**src/rtl/uart_pkg.sv**
```systemverilog
// rtl/uart_pkg.sv - shared UART constants and receiver state encoding
package uart_pkg;

    // Defaults shared with the transmitter so both ends agree on line timing.
    localparam int DEFAULT_CLK_FREQ  = 100_000;
    localparam int DEFAULT_BAUD_RATE = 9600;
    localparam int DATA_BITS         = 8;

    typedef enum logic [1:0] {
        IDLE  = 2'd0,
        START = 2'd1,
        DATA  = 2'd2,
        STOP  = 2'd3
    } rx_state_t;

endpackage

```
**src/rtl/uart_rx_sync.sv**
```systemverilog
// rtl/uart_rx_sync.sv - rx pin synchroniser with falling-edge detect
module uart_rx_sync (
    input  logic clk,        // system clock
    input  logic rst,        // asynchronous active-high reset
    input  logic rx,         // raw serial line, asynchronous to clk
    output logic rx_s,       // synchronised line
    output logic fall_edge   // rx_s went 1 -> 0 this cycle
);

    logic       rx_meta;
    logic       rx_s_d;
    logic [2:0] primed;

    // All line flops reset to 1 so the idle level is assumed through reset.
    // primed marks when rx_s_d holds a genuine post-reset sample; without it
    // a line held low across reset would look like a 1->0 edge.
    always_ff @(posedge clk or posedge rst) begin
        if (rst) begin
            rx_meta <= 1'b1;
            rx_s    <= 1'b1;
            rx_s_d  <= 1'b1;
            primed  <= 3'b000;
        end else begin
            rx_meta <= rx;
            rx_s    <= rx_meta;
            rx_s_d  <= rx_s;
            primed  <= {primed[1:0], 1'b1};
        end
    end

    assign fall_edge = primed[2] & rx_s_d & ~rx_s;

endmodule

```
**src/rtl/uart_receiver.sv**
```systemverilog
// rtl/uart_receiver.sv - 8N1 UART receiver with a one-byte valid/ready output
module uart_receiver
    import uart_pkg::*;
#(
    parameter int CLK_FREQ   = DEFAULT_CLK_FREQ,
    parameter int BAUD_RATE  = DEFAULT_BAUD_RATE,
    parameter int BIT_TICKS  = CLK_FREQ / BAUD_RATE,
    parameter int HALF_TICKS = BIT_TICKS / 2
) (
    input  logic                 clk,        // system clock
    input  logic                 rst,        // asynchronous active-high reset
    input  logic                 rx,         // serial line, idle high
    output logic [DATA_BITS-1:0] rx_data,    // last good byte
    output logic                 rx_valid,   // byte pending until accepted
    input  logic                 rx_ready,   // consumer accepts on valid&&ready
    output logic                 frame_err,  // pulse: stop bit sampled 0
    output logic                 overrun,    // pulse: pending byte overwritten
    output logic                 busy        // receiver not idle
);

    localparam int CNT_W = $clog2(BIT_TICKS);
    localparam int IDX_W = $clog2(DATA_BITS);

    generate
        if (BIT_TICKS < 4) begin : g_bit_ticks_check
            $error("uart_receiver: BIT_TICKS must be at least 4");
        end
    endgenerate

    logic                 rx_s;
    logic                 fall_edge;
    rx_state_t            state;
    rx_state_t            next_state;
    logic [CNT_W-1:0]     tick_cnt;
    logic [IDX_W-1:0]     bit_idx;
    logic [DATA_BITS-1:0] shift_reg;
    logic                 bit_end;
    logic                 half_end;
    logic                 bit_sample;
    logic                 stop_sample;

    uart_rx_sync u_sync (
        .clk       (clk),
        .rst       (rst),
        .rx        (rx),
        .rx_s      (rx_s),
        .fall_edge (fall_edge)
    );

    assign bit_end  = (tick_cnt == CNT_W'(BIT_TICKS - 1));
    assign half_end = (tick_cnt == CNT_W'(HALF_TICKS - 1));
    assign busy     = (state != IDLE);

    always_ff @(posedge clk or posedge rst) begin
        if (rst) begin
            state <= IDLE;
        end else begin
            state <= next_state;
        end
    end

    always_comb begin
        next_state  = state;
        bit_sample  = 1'b0;
        stop_sample = 1'b0;
        case (state)
            IDLE: begin
                if (fall_edge) begin
                    next_state = START;
                end
            end
            START: begin
                // A start bit that is high again at mid-bit was a glitch.
                if (half_end) begin
                    next_state = rx_s ? IDLE : DATA;
                end
            end
            DATA: begin
                if (bit_end) begin
                    bit_sample = 1'b1;
                    if (bit_idx == IDX_W'(DATA_BITS - 1)) begin
                        next_state = STOP;
                    end
                end
            end
            STOP: begin
                if (bit_end) begin
                    stop_sample = 1'b1;
                    next_state  = IDLE;
                end
            end
            default: begin
                next_state = IDLE;
            end
        endcase
    end

    always_ff @(posedge clk or posedge rst) begin
        if (rst) begin
            tick_cnt  <= '0;
            bit_idx   <= '0;
            shift_reg <= '0;
            rx_data   <= '0;
            rx_valid  <= 1'b0;
            frame_err <= 1'b0;
            overrun   <= 1'b0;
        end else begin
            frame_err <= 1'b0;
            overrun   <= 1'b0;

            // Restart the bit timer on every state change and at each bit
            // boundary, so it never runs past BIT_TICKS-1.
            if ((next_state != state) || bit_end) begin
                tick_cnt <= '0;
            end else begin
                tick_cnt <= tick_cnt + CNT_W'(1);
            end

            if ((state == START) && (next_state == DATA)) begin
                bit_idx <= '0;
            end else if (bit_sample) begin
                bit_idx <= bit_idx + IDX_W'(1);
            end

            // LSB arrives first: insert at the top and shift right.
            if (bit_sample) begin
                shift_reg <= {rx_s, shift_reg[DATA_BITS-1:1]};
            end

            if (stop_sample && rx_s) begin
                // A new byte wins over a same-cycle acceptance; it is only an
                // overrun when the pending byte was never taken.
                rx_data  <= shift_reg;
                rx_valid <= 1'b1;
                overrun  <= rx_valid & ~rx_ready;
            end else begin
                if (rx_valid && rx_ready) begin
                    rx_valid <= 1'b0;
                end
                if (stop_sample) begin
                    frame_err <= 1'b1;
                end
            end
        end
    end

endmodule

```
**config.mk**
```make
export PLATFORM = sky130hd
export DESIGN_NAME = uart_receiver
export DESIGN_NICKNAME = d
export VERILOG_FILES = /design/src/rtl/uart_pkg.sv /design/src/rtl/uart_rx_sync.sv /design/src/rtl/uart_receiver.sv
export SDC_FILE = /design/constraint.sdc
export NUM_CORES = 1
export LEC_CHECK = 0
export ABC_AREA = 1
export CAP_MARGIN = 20
export CORE_ASPECT_RATIO = 1.4
export CORE_MARGIN = 4
export CORE_UTILIZATION = 35
export DETAILED_ROUTE_END_ITERATION = 8
export HOLD_SLACK_MARGIN = 0.12
export PLACE_DENSITY_LB_ADDON = 0.25
export SYNTH_ARGS = -nofsm -noshare
export SYNTH_HDL_FRONTEND = slang
export SYNTH_SLANG_ARGS = --single-unit
```
**constraint.sdc**
```tcl
create_clock -name clk -period 4 [get_ports clk]
set_clock_uncertainty 0.1 [all_clocks]
set_input_delay 0.4 -clock clk [delete_from_list [all_inputs] [get_ports clk]]
set_output_delay 0.4 -clock clk [all_outputs]
set_load 0.1 [all_outputs]
```
==> flow_metrics.env <==
export IMPL_drtAntennaViolNets=0
export IMPL_synth_fa_ha_area_share_pct=4.42
export IMPL_tns_ns=0
export IMPL_area_growth_pct=19.5
export IMPL_syn_num_nets=148
export IMPL_cts_clk_slew_worst_paths_ns=0.06
export IMPL_leakagePower_nw=0.804
export IMPL_portBuffers=15
export IMPL_setup_worst_path_end="busy"
export IMPL_crit_required_ns=3.50
export IMPL_postLayoutSetupSlackWorst_ns=1.55
export IMPL_final_common_cell="dfrtp_1"
export IMPL_muxShareOfSynthArea_pct=0
export IMPL_insertion_delay_ns=0.28
export IMPL_num_rows=27
export IMPL_p_sw_share_pct=34.4
export IMPL_hp_class="input pin to asynchronous set/reset pin"
export IMPL_synthSimpleGateAreaFrac_pct=16.6
export IMPL_post_synth_cell_area_avg_sq_um=10.2
export IMPL_dp_hpwl_mm=1.74
export IMPL_dr_total_vias=941
export IMPL_end_kind="output pin"
export IMPL_whs_ns=0.212
export IMPL_dr_pass1_iters=4
export IMPL_core_sq_mm=0.00392
export IMPL_synth_compound_area_share_pct=9.28
export IMPL_hold_viol_final=0
export IMPL_crit_path_max_fanout=5
export IMPL_grt_overflow_total=0
export IMPL_internal_power_uw=594
export IMPL_r2r_start="tick_cnt[1]$_DFF_PP0_"
export IMPL_synthCells=139
export IMPL_hold_buffers=0
export IMPL_pre_cts_ws_ns=1.84
export IMPL_dieArea_sq_mm=0.00514
export IMPL_status="finished, final reports clean"
export IMPL_antenna_found_initial=0
export IMPL_rsz0062_at_grt="no"
export IMPL_grt_pass1_wl_mm=4.08
export IMPL_synth_seq_area_share_pct=60.4
export IMPL_finalSetupViolations=0
export IMPL_arrival_ns=1.95
export IMPL_die_h_microns=83.2
export IMPL_period_needed_ns=2.45
export IMPL_vdd_ir_drop_max_v=0.000387
export IMPL_reg2reg_depth=7
export IMPL_final_cell_mix="dfrtp_1 (31), nand2_1 (29), inv_1 (20), clkdlybuf4s50_1 (15), o21ai_0 (10)"
export IMPL_path_class="flip-flop to output pin"
export IMPL_ys_seq_elements=34
export IMPL_gp_congestion=0.808
export IMPL_clock_fmax_mhz=408
export IMPL_root_buffer="clkbuf_8"
export IMPL_crit_path_start="state[1]$_DFF_PP0_"
export IMPL_clk_path_buf_depth=2
export IMPL_synth_warnings=0
export IMPL_ys_types=22
export IMPL_reg2reg_slack_ns=2.14
export IMPL_first_iter_violations=17
export IMPL_grt_usage_pct=10.8
export IMPL_timing_rr_end="bit_idx[0]$_DFFE_PP0P_"
export IMPL_grt_max_degree=31
export IMPL_finalCritPeriodShare_pct=61.2
export IMPL_synthXorXnorAreaFrac_pct=1.86
export IMPL_worstMarginPinSlew_ns=0.971
export IMPL_cts_resized=0
export IMPL_tritoncts="done"
export IMPL_final_layout_size_suffix_gt1_share_pct=14.4
export IMPL_die_x_microns=61.7
export IMPL_initial_core_util_pct=36.1
export IMPL_n_antenna_cell=0
export IMPL_drv_slew=0
export IMPL_route_detailed_drc=0
export IMPL_seq_power_share_pct=46.5
export IMPL_power_density_mw_per_mm2=535
export IMPL_avgRoutedWirePerCell_microns=11.9
export IMPL_critPathLaunchType="flip-flop"
export IMPL_cts_setup_buffers=0
export IMPL_pwr_share_clk_pct=28.1
export IMPL_netlist_area_sq_mm=0.00142
export IMPL_pwr_share_comb_pct=25.4
export IMPL_wl_mm=2.42
export IMPL_pin_count=16
export IMPL_numCtsBuffers=5
export IMPL_clock_sinks=34
export IMPL_htree_levels=2
export IMPL_netSwitchingPower_uw=311
export IMPL_drv_cap=0
export IMPL_relSlewSlack_pct=35.1
export IMPL_nNetsFinal=168
export IMPL_grt_pass1_vias=949
export IMPL_synth_top_family_by_area="simple AND/OR/NAND/NOR gates"
export IMPL_via_per_inst=4.64
==> logic make-up after synthesis <==
logic type | after synthesis
DFF | 34
xor gates and xnor gates | 3
other | 1
and+or+nand+nor | 53
buffers and inverters | 23
adders and majority gates | 5
AOI/OAI and AO/OA | 20
==> worst min path at each step <==
| stage | startpoint | slack (ns) | to |
|---|---|---|---|
| after global placement | u_sync.primed[0]$_DFF_PP0_ | 0.23 | u_sync.primed[1]$_DFF_PP0_ |
| after CTS | rst | 0.21 | tick_cnt[1]$_DFF_PP0_ |
| after global routing | rst | 0.23 | tick_cnt[0]$_DFF_PP0_ |
| after floorplan | u_sync.primed[0]$_DFF_PP0_ | 0.23 | u_sync.primed[1]$_DFF_PP0_ |
| after detailed placement | u_sync.primed[0]$_DFF_PP0_ | 0.24 | u_sync.primed[1]$_DFF_PP0_ |
| final | rst | 0.21 | tick_cnt[1]$_DFF_PP0_ |
==> area by class of cell <==
type / count / area (sq um)
Multi-Input combinational cell: 82 / 459
Timing Repair Buffer: 16 / 158
Inverter: 20 / 75.1
Tap cell: 43 / 53.8
Sequential cell: 34 / 855
Clock inverter: 1 / 5.00
Clock buffer: 7 / 86.3
Fill cell: 383 / 2230
==> Yosys cell counts <==
cell / instances / share of area [%]
conb_1: 1 / 0.26
nand3_1: 7 / 2.5
nor3_2: 1 / 0.71
dfstp_2: 3 / 5.6
xnor2_1: 1 / 0.62
nand4_1: 1 / 0.44
nand2_1: 29 / 7.7
o211ai_1: 1 / 0.53
nand2_2: 2 / 0.88
inv_1: 20 / 5.3
o21ai_0: 10 / 3.5
dfrtp_1: 31 / 55
buf_6: 2 / 1.6
nor2_1: 8 / 2.1
clkbuf_1: 1 / 0.26
nand3b_1: 2 / 1.1
ha_1: 5 / 4.4
nor3_1: 1 / 0.35
nor2_2: 2 / 0.88
o21ai_2: 7 / 4.3
a31oi_1: 2 / 0.88
xor2_1: 2 / 1.2
==> power groups by stage <==
stage               Sequential, mW  Combinational (mW)  Clock, mW
global placement             0.423               0.221          0
CTS                          0.421               0.234      0.265
floorplan                    0.420               0.181          0
finish                       0.421               0.230      0.254
global route                 0.428               0.257      0.281
detailed placement           0.428               0.231          0
==> worst max-delay path, stage by stage (launching register included) <==
cell             delay, ns
dfrtp_1               0.42
nor2_1                0.08
inv_1                 0.05
clkdlybuf4s50_1       1.12
==> metal layers <==
metal,routed length (microns),vias up,track usage (%)
li1,-,472,-
met4,61,0,5.79
met3,101,4,4.20
met5,0,-,0
met1,922,450,11.1
met2,1330,15,17.9
==> per-stage QoR <==
stage	instance area [sq um]	power, mW	cells	utilization, %
finish	1690	0.905	203	43.2
global route	1690	0.967	203	43.2
CTS	1690	0.921	203	43.2
detailed placement	1600	0.659	195	40.8
global placement	1600	0.643	195	40.8
floorplan	1420	0.602	139	-
No activity file was read; power rests on OpenSTA's default activity.
